$ cat src/rtl/dcpu16_opfetch.sv
// dcpu16_opfetch: sequences NOPS operand fields through decode, next-word fetch and memory read
// over a simplified-Wishbone read port; skip mode only steps PC past next-words.
module dcpu16_opfetch #(
    parameter int DW = 16,
    parameter int AW = 16,
    parameter int NOPS = 2
) (
    input  logic                 clk,
    input  logic                 rst,
    input  logic                 ena,
    input  logic                 start,
    input  logic                 skip,
    input  logic [6*NOPS-1:0]    ea,
    input  logic [DW*NOPS-1:0]   rrd,
    input  logic [AW-1:0]        pc_in,
    input  logic [AW-1:0]        sp_in,
    input  logic [DW-1:0]        reg_o,
    output logic [AW-1:0]        ab_adr,
    output logic                 ab_stb,
    output logic                 ab_wre,
    input  logic [DW-1:0]        ab_dti,
    input  logic                 ab_ack,
    output logic [DW*NOPS-1:0]   opr,
    output logic [AW*NOPS-1:0]   opa,
    output logic [NOPS-1:0]      opm,
    output logic [AW-1:0]        pc_out,
    output logic [AW-1:0]        sp_out,
    output logic                 busy,
    output logic                 done
);
    localparam logic [2:0] S_IDLE = 3'd0, S_DEC = 3'd1, S_NXT = 3'd2, S_MRD = 3'd3, S_DONE = 3'd4;
    localparam int KW = NOPS > 1 ? $clog2(NOPS) : 1;

    logic [2:0]    state, fin;
    logic [KW-1:0] k, kn;
    logic [AW-1:0] pc, sp, mem_adr, nadr;
    logic          skp, last, is_nw, is_mem;
    logic [5:0]    fld;
    logic [DW-1:0] rv, imm, nsum;
    logic [5:0]    fa [NOPS];
    logic [DW-1:0] ra [NOPS];
    logic [DW-1:0] opr_r [NOPS];
    logic [AW-1:0] opa_r [NOPS];

    for (genvar g = 0; g < NOPS; g++) begin : g_op
        assign fa[g] = ea[6*g +: 6];
        assign ra[g] = rrd[DW*g +: DW];
        assign opr[DW*g +: DW] = opr_r[g];
        assign opa[AW*g +: AW] = opa_r[g];
    end

    assign fld = fa[k];
    assign rv = ra[k];
    assign last = k == KW'(NOPS - 1);
    assign kn = last ? '0 : k + KW'(1);
    assign fin = last ? S_DONE : S_DEC;
    // next-word fields: 0x10-0x17, 0x1e, 0x1f
    assign is_nw = fld[5:3] == 3'b010 || fld[5:1] == 5'b01111;
    // memory fields without next-word: [reg], POP, PEEK, PUSH
    assign is_mem = fld[5:3] == 3'b001 || (fld[5:2] == 4'b0110 && fld[1:0] != 2'b11);
    assign mem_adr = fld[4] ? (fld[1] ? sp - AW'(1) : sp) : rv[AW-1:0];
    assign imm = fld[5] ? DW'(fld[4:0]) : !fld[4] ? rv : fld[2:0] == 3'd3 ? DW'(sp) :
                 fld[2:0] == 3'd4 ? DW'(pc) : reg_o;
    assign nsum = ab_dti + rv;
    assign nadr = fld[3] ? ab_dti[AW-1:0] : nsum[AW-1:0];
    assign busy = state != S_IDLE;
    assign ab_wre = 1'b0;

    always_ff @(posedge clk) begin
        if (!rst) begin
            state <= S_IDLE;
            k <= '0;
            pc <= '0;
            sp <= '0;
            skp <= 1'b0;
            ab_stb <= 1'b0;
            ab_adr <= '0;
            done <= 1'b0;
            pc_out <= '0;
            sp_out <= '0;
            opm <= '0;
            for (int i = 0; i < NOPS; i++) begin
                opr_r[i] <= '0;
                opa_r[i] <= '0;
            end
        end else if (ena) begin
            done <= 1'b0;
            case (state)
                S_IDLE: if (start) begin
                    state <= S_DEC;
                    k <= '0;
                    pc <= pc_in;
                    sp <= sp_in;
                    skp <= skip;
                end
                S_DEC: begin
                    opr_r[k] <= '0;
                    opa_r[k] <= '0;
                    opm[k] <= 1'b0;
                    if (skp || !(is_nw || is_mem)) begin
                        if (skp && is_nw) pc <= pc + AW'(1);
                        if (!skp) opr_r[k] <= imm;
                        state <= fin;
                        k <= kn;
                    end else if (is_nw) begin
                        state <= S_NXT;
                        ab_stb <= 1'b1;
                        ab_adr <= pc;
                    end else begin
                        state <= S_MRD;
                        ab_stb <= 1'b1;
                        ab_adr <= mem_adr;
                        if (fld == 6'h1a) sp <= sp - AW'(1);
                    end
                end
                S_NXT: if (ab_stb && ab_ack) begin
                    pc <= pc + AW'(1);
                    if (fld == 6'h1f) begin
                        opr_r[k] <= ab_dti;
                        ab_stb <= 1'b0;
                        state <= fin;
                        k <= kn;
                    end else begin
                        ab_adr <= nadr;
                        state <= S_MRD;
                    end
                end
                S_MRD: if (ab_stb && ab_ack) begin
                    opr_r[k] <= ab_dti;
                    opa_r[k] <= ab_adr;
                    opm[k] <= 1'b1;
                    ab_stb <= 1'b0;
                    state <= fin;
                    k <= kn;
                    if (fld == 6'h18) sp <= sp + AW'(1);
                end
                S_DONE: begin
                    done <= 1'b1;
                    pc_out <= pc;
                    sp_out <= sp;
                    state <= S_IDLE;
                end
                default: state <= S_IDLE;
            endcase
        end
    end
endmodule

$ cat config.mk
export PLATFORM = sky130hd
export DESIGN_NAME = dcpu16_opfetch
export DESIGN_NICKNAME = d
export VERILOG_FILES = /design/src/rtl/dcpu16_opfetch.sv
export SDC_FILE = /design/constraint.sdc
export NUM_CORES = 1
export LEC_CHECK = 0
export ABC_CLOCK_PERIOD_IN_PS = 4900
export CAP_MARGIN = 5
export CORE_AREA = 5 5 185 187
export CTS_CLUSTER_DIAMETER = 150
export DETAILED_ROUTE_END_ITERATION = 7
export DIE_AREA = 0 0 190 192
export GPL_TIMING_DRIVEN = 0
export PLACE_DENSITY_LB_ADDON = 0.1
export SKIP_CTS_REPAIR_TIMING = 1
export SLEW_MARGIN = 20
export SYNTH_ARGS = -nofsm -noshare
export SYNTH_HDL_FRONTEND = slang
export SYNTH_SLANG_ARGS = --single-unit
$ cat constraint.sdc
create_clock -name clk -period 4.9 [get_ports clk]
set_input_delay 0.98 -clock clk [delete_from_list [all_inputs] [get_ports clk]]
set_output_delay 0.98 -clock clk [all_outputs]
set_load 0.02 [all_outputs]
==> results of run 1 <==
cell usage after synthesis (18+ instances only):
library cell,count
nor2b_1,22
nor3_1,25
nor2_1,103
nand2_1,174
clkbuf_1,64
ha_1,18
o21ai_1,18
dfxtp_1,89
nand3_1,31
o21ai_0,65
edfxtp_1,64
and2_1,62
mux2_2,19
mux2i_1,23
a21oi_1,127
a211oi_1,24
where the power goes:
| group | switching [mW] | internal, mW |
|---|---|---|
| clock network | 0.664 | 0.683 |
| registers | 0.0368 | 1.37 |
| logic | 0.533 | 0.360 |
| total | 1.23 | 2.41 |
path summary, 6_finish.rpt:
path | start | end | slack (ns) | depth (start not counted)
max reg2reg | k | ab_adr[15] | 0.57 | 14
min | pc_out[9] | pc_out[9] | 0.46 | 2
max | ea[4] | opr_r[1][1] | 0.52 | 10
min reg2reg | pc_out[9] | pc_out[9] | 0.46 | 2
routing by layer:
metal,global-route usage [%],up-vias,part of all wire [%]
li1,-,4708,-
met1,29.4,4652,46
met2,34.5,371,46
met3,3.51,46,5.7
met4,6.32,0,2.4
met5,0,-,0
worst max-delay path: cells and delay by family:
kind | cells | cell delay (ns)
buf+inv | 2 | 0.84
compound gates | 4 | 0.79
simple gates | 4 | 1.82
flip-flops by register name (all words and copies together), names as in the netlist, 3 cells and up, named ones only:
register	flops
opa_r	32
opr_r	32
ab_adr	16
pc	16
pc_out	16
sp	16
sp_out	16
state	3
placed cells by master, fill, tap and decap left out, drive strengths merged, types with 5 or more instances in the layout:
master,n
o31ai,7
nand3,31
and2,62
or3,8
xnor2,13
nor3,26
nor2b,22
inv,23
nand2b,10
a21o,5
mux2,20
nor2,104
nor4,7
nand4,6
a211oi,26
xor2,15
buf,34
edfxtp,64
a311oi,6
o211ai,15
o21ai,83
nand2,175
clkbuf,81
o311ai,9
mux2i,23
clkdlybuf4s50,230
a22oi,13
and3,7
ha,18
dfxtp,89
a31oi,14
a22o,6
a21oi,128
kinds of logic after synthesis:
group,synth area share (%)
DFF,38.7
buffers and inverters,4.87
other,0.0392
adders and majority gates,2.56
xor gates and xnor gates,2.56
AOI/OAI and AO/OA,22.3
muxes,4.79
and+or+nand+nor,24.2
cell type report:
type,count,area (um2)
Multi-Input combinational cell,914,5420
Sequential cell,153,3700
Tap cell,442,553
Fill cell,3346,19200
Inverter,13,48.8
Clock buffer,17,425
Buffer,95,414
Clock inverter,15,154
Timing Repair Buffer,233,2340
per-stage QoR:
step	TNS, ns	utilization, %	total power, mW	cells
2_1_floorplan	0	-	1.94	1176
3_3_place_gp	-7.70	38.5	2.31	1848
3_5_place_dp	0	38.6	2.31	1851
4_1_cts	0	40.4	3.67	1883
5_1_grt	0	40.4	3.80	1882
6_report	0	40.4	3.65	1882
==> impl_metrics.json, run 1 <==
{
  "grt_use_total_pct": 21.3,
  "synth_area_per_cell_um2": 8.14,
  "place_ws_ns": 0.0542,
  "setup_viol": 0,
  "core_area_um2": 32300,
  "num_vias": 9777,
  "ant_nets": 0,
  "rows": 66,
  "grt_pass1_wl_mm": 59.5,
  "synth-seq-area-share_pct": 38.7,
  "syn-instance-count": 1176,
  "drv_slew": 0,
  "ys_ff_latch": 153,
  "io_pins": 232,
  "area_delta_synth_final_pct": 36.3,
  "n_antenna_cell": 0,
  "synth_nets": 1309,
  "path_cells": "clkdlybuf4s50_1 > nor4bb_1 > a31oi_1 > a21oi_2 > o21ai_1 > nor3_2 > a31oi_1 > nand2b_1 > clkbuf_1 > nand2_1",
  "antenna_found_initial": 0,
  "hold_ws_ns": 0.457,
  "min_path_type": "reg -> reg",
  "status": "finished, final reports clean",
  "numCtsBuffers": 17,
  "place_area_um2": 12500,
  "dr.pass1.iters": 6,
  "wl_per_cell_um": 21.2,
  "drc": 0,
  "netlist_area_um2": 9580,
  "drive_gt1_share_pct": 7.01,
  "grt_max_degree": 18,
  "ys.flop_type": "dfxtp_1",
  "slowest_delay_ns": 0.61,
  "synth_top_area_share_pct": 20.1,
  "p_leak_nw": 4.61,
  "cts-root-buf": "clkbuf_16",
  "cts_tree": "built",
  "timing.final.ws_setup_ns": 0.521,
  "cts_max_level": 4,
  "crit_top_cell": "a31oi_1",
  "maxCapViolCount": 0,
  "ir_drop_mv": 0.225,
  "io_buffers": 230,
  "path_clk_slew_ns": 0.08,
  "start_util_pct": 29.7,
  "critical_path_class": "in -> reg",
  "cp-end-kind": "register",
  "grt.overflow.total": 0,
  "cp_slowest_cell": "nand2_1",
  "vias_per_cell": 5.20,
  "yosysTopAreaCell": "edfxtp_1",
  "clock_skew_ns": 0.0153,
  "drt_iter0_drc": 715,
  "wl_mm": 39.9,
  "stdcell_area_um2": 13100,
  "cts_sinks": 153,
  "finalCritPeriodShare_pct": 89.4,
  "clkLatencyLatePin_ns": 0.44,
  "synth_edf_count": 64,
  "arrival_ns": 4.45,
  "dieArea_um2": 36500,
  "worstPathRequired_ns": 4.97,
  "async_flop_share_pct": 0,
  "die_x_um": 190,
  "fin_nets": 1560,
  "gp_congestion": 0.917,
  "fmax_mhz": 228,
  "die_h_um": 192,
  "yosysWarnings": 0,
  "rsz0062_at_grt": "false",
  "startpoint_type": "input pin",
  "synthTopCellsByArea": "edfxtp_1 20%, dfxtp_1 19%, nand2_1 6.8%, a21oi_1 6.6%, and2_1 4.0%",
  "cp_max_fo": 16,
  "grt_pass1_vias": 9502,
  "final-hold-violation-count": 0,
  "tightest_slew_ns": 0.978,
  "min_period_ns": 4.38,
  "slew_headroom_pct": 34.6,
  "post-dp-hpwl_mm": 31.8,
  "p_per_area_nw_per_um2": 279,
  "clockBufferDepth": 2,
  "ys_types": 79
}
Note: power is estimated with default switching activity, not from simulation.
==> run 2: changes to the inputs <==
Settings changed: ABC_AREA from default to 1, CORE_AREA 5 5 185 187 to 5 5 187 189, DIE_AREA 0 0 190 192 to 0 0 192 194.
==> impl_metrics.json, run 2 <==
{
  "layout_commonest_cell": "nand2_1",
  "yosysWarnings": 0,
  "wl_mm": 44.1,
  "final-hold-violation-count": 0,
  "yosysTopAreaCell": "edfxtp_1",
  "post-dp-hpwl_mm": 35.6,
  "ys.flop_type": "dfxtp_1",
  "critical_path_class": "in -> reg",
  "synthTopCellsByArea": "edfxtp_1 20%, dfxtp_1 18%, nand2_1 14%, o21ai_0 7.4%, a21oi_1 7.1%",
  "seqPwrFrac_pct": 36.2,
  "cts_tree": "built",
  "synth_edf_count": 64,
  "ant_nets": 0,
  "cp_slowest_cell": "clkdlybuf4s50_1",
  "synth_top_area_share_pct": 19.7,
  "r2r-end": "ab_adr[14]",
  "cp-endpoint": "opr_r[0][7]",
  "worstPathRequired_ns": 4.98,
  "fin_nets": 1831,
  "startpoint_type": "input pin",
  "drt_iter0_drc": 873,
  "synth_area_per_cell_um2": 6.72,
  "wl_per_cell_um": 20.4,
  "core_area_um2": 33100,
  "synth.cells.most_frequent": "374 x nand2_1, 147 x nor2_1, 144 x o21ai_0",
  "status": "finished, final reports clean",
  "n_antenna_cell": 0,
  "synth_most_common_cell": "nand2_1",
  "start_util_pct": 29.4,
  "clock_skew_ns": 0.0111,
  "maxCapViolCount": 0,
  "synth_nets": 1582,
  "dieArea_um2": 37200,
  "io_pins": 232,
  "clockBufferDepth": 2,
  "path_cells": "clkdlybuf4s50_1 > clkinv_1 > nor3_1 > nand2_1 > nand2_1 > nand2_2 > buf_6 > nand2_1",
  "crit_family": "simple AND/OR/NAND/NOR gates",
  "switchingPower_mw": 1.50,
  "path_clk_slew_ns": 0.06,
  "cp.buffers_inverters": 3,
  "wl_met1_mm": 19.3,
  "crit_path_start": "rst",
  "wl_met3_mm": 2.79,
  "cts_max_level": 4,
  "cp_max_fo": 16,
  "rows": 67,
  "p_sw_share_pct": 37.5,
  "finalNonFillerCells": 2159,
  "num_vias": 10800,
  "placed_cells": 2127,
  "p_per_area_nw_per_um2": 303,
  "ys_types": 47,
  "regArea_um2": 3700,
  "numCtsBuffers": 17,
  "wl_met2_mm": 20.4,
  "fmax_mhz": 266,
  "crit_top_cell": "nand2_1",
  "io_buffers": 230,
  "layout_common_cells": "374 x nand2_1, 230 x clkdlybuf4s50_1, 147 x nor2_1",
  "drive_gt1_share_pct": 5.14,
  "dr.pass1.iters": 5,
  "die_h_um": 194,
  "cp-end-kind": "register",
  "slew_headroom_pct": 39.3,
  "grt.overflow.total": 0,
  "min_period_ns": 3.76,
  "arrival_ns": 3.84,
  "path_depth": 8,
  "syn-instance-count": 1449,
  "async_flop_share_pct": 0,
  "p_int_mw": 2.49,
  "ir_drop_mv": 0.245,
  "setup_viol": 0,
  "drc": 0,
  "ys_ff_latch": 153,
  "multi_input_area_um2": 5160,
  "antenna_found_initial": 0,
  "grt_pass1_wl_mm": 64.8,
  "dr.max_layer_used": "met4",
  "drv_slew": 0,
  "die_x_um": 192,
  "p_leak_nw": 5.35,
  "gp_congestion": 0.961,
  "rsz0062_at_grt": "false",
  "min_path_type": "reg -> reg",
  "fillers": 3560,
  "vias_per_cell": 4.98,
  "tns_ns": 0,
  "tightest_slew_ns": 0.910,
  "finalCritPeriodShare_pct": 76.7,
  "area_delta_synth_final_pct": 35.2,
  "pwr-share-comb_pct": 31.1,
  "rr_worst_depth": 20,
  "cts-root-buf": "clkbuf_16",
  "grt_use_total_pct": 23.2,
  "top_regs": "opa_r: 32 flops, opr_r: 32 flops",
  "netlist_area_um2": 9740,
  "grt_pass1_vias": 10500,
  "power_frac_clock_pct": 32.7,
  "crit-reg2reg-launch": "k",
  "cts_sinks": 153,
  "clkLatencyLatePin_ns": 0.45,
  "synth-seq-area-share_pct": 38.0,
  "grt_max_degree": 17,
  "r2r_slack_ns": 1.24,
  "slowest_delay_ns": 0.65
}
==> run 2: cell types whose count changed after synthesis, moves of 44 or more <==
cell,change
nor2_1,+44
and2_1,-60
nand3_1,+52
inv_1,+121
nand2_1,+200
o21ai_0,+79
==> run 2: cells by family (layout without fill, tap and decap cells) <==
| group | after synthesis | count (layout) | share of synthesized area [%] |
|---|---|---|---|
| DFF | 153 | 153 | 38.0 |
| and+or+nand+nor | 699 | 699 | 30.1 |
| adders and majority gates | 19 | 19 | 2.52 |
| xor gates and xnor gates | 23 | 23 | 2.07 |
| AOI/OAI and AO/OA | 336 | 336 | 18.2 |
| buffers and inverters | 218 | 480 | 9.03 |
| other | 1 | 1 | 0.0385 |
==> run 2: cell type report <==
| class | instances | share of cell area [%] |
|---|---|---|
| Tap cell | 448 | 4.26 |
| Timing Repair Buffer | 230 | 17.5 |
| Buffer | 77 | 2.66 |
| Multi-Input combinational cell | 1078 | 39.2 |
| Sequential cell | 153 | 28.1 |
| Inverter | 141 | 4.02 |
| Clock buffer | 20 | 3.47 |
| Clock inverter | 12 | 0.817 |
==> run 2: worst register-to-register path, stage by stage (launching register included) <==
cell and delay [ns]:
dfxtp_1 0.37, inv_2 0.16, clkbuf_1 0.48, buf_2 0.39
nand2_1 0.08, nand2_1 0.17, ha_1 0.25, inv_1 0.07
fa_1 0.41, inv_1 0.09, nand3_1 0.06, nand2_1 0.13
nand2_1 0.08, nand2_1 0.11, nand3b_1 0.16, nand3_1 0.13
nand3_1 0.08, nand2_1 0.09, nand2_1 0.10, nor2_1 0.11
nor2_1 0.04
==> run 2: per-layer routing <==
| metal | GRT usage [%] | vias to the layer above |
|---|---|---|
| met5 | 0 | - |
| met1 | 30.4 | 5028 |
| met3 | 4.30 | 69 |
| met4 | 9.14 | 0 |
| li1 | - | 5300 |
| met2 | 37.6 | 355 |
==> run 2: metrics by stage <==
step | util, % | total power [mW] | setup slack [ns] | cell area, um2 | hold slack, ns
6_report | 39.8 | 3.99 | 1.14 | 13200 | 0.463
5_1_grt | 39.8 | 4.19 | 0.958 | 13200 | 0.498
4_1_cts | 39.8 | 4.01 | 1.15 | 13200 | 0.473
3_5_place_dp | 38.1 | 2.70 | 0.661 | 12600 | 0.464
3_3_place_gp | 38.1 | 2.70 | 0.673 | 12600 | 0.451
2_1_floorplan | - | 2.17 | 2.12 | 9740 | 0.468
==> run 2: how the worst min path moves through the flow <==
stage	start	to	slack, ns	cells past startpoint
2_1_floorplan	pc[13]	pc[13]	0.47	2
3_5_place_dp	register	register	0.46	2
5_1_grt	register	register	0.50	2
6_report	register	register	0.46	2
4_1_cts	register	register	0.47	2
3_3_place_gp	register	register	0.45	2
==> run 2: power groups by stage <==
stage / Combinational (mW) / Sequential (mW) / Clock, mW
after floorplan: 0.687 / 1.49 / 0
after global placement: 1.23 / 1.47 / 0
after detailed placement: 1.22 / 1.47 / 0
after CTS: 1.23 / 1.44 / 1.34
after global routing: 1.36 / 1.45 / 1.38
final: 1.24 / 1.44 / 1.31
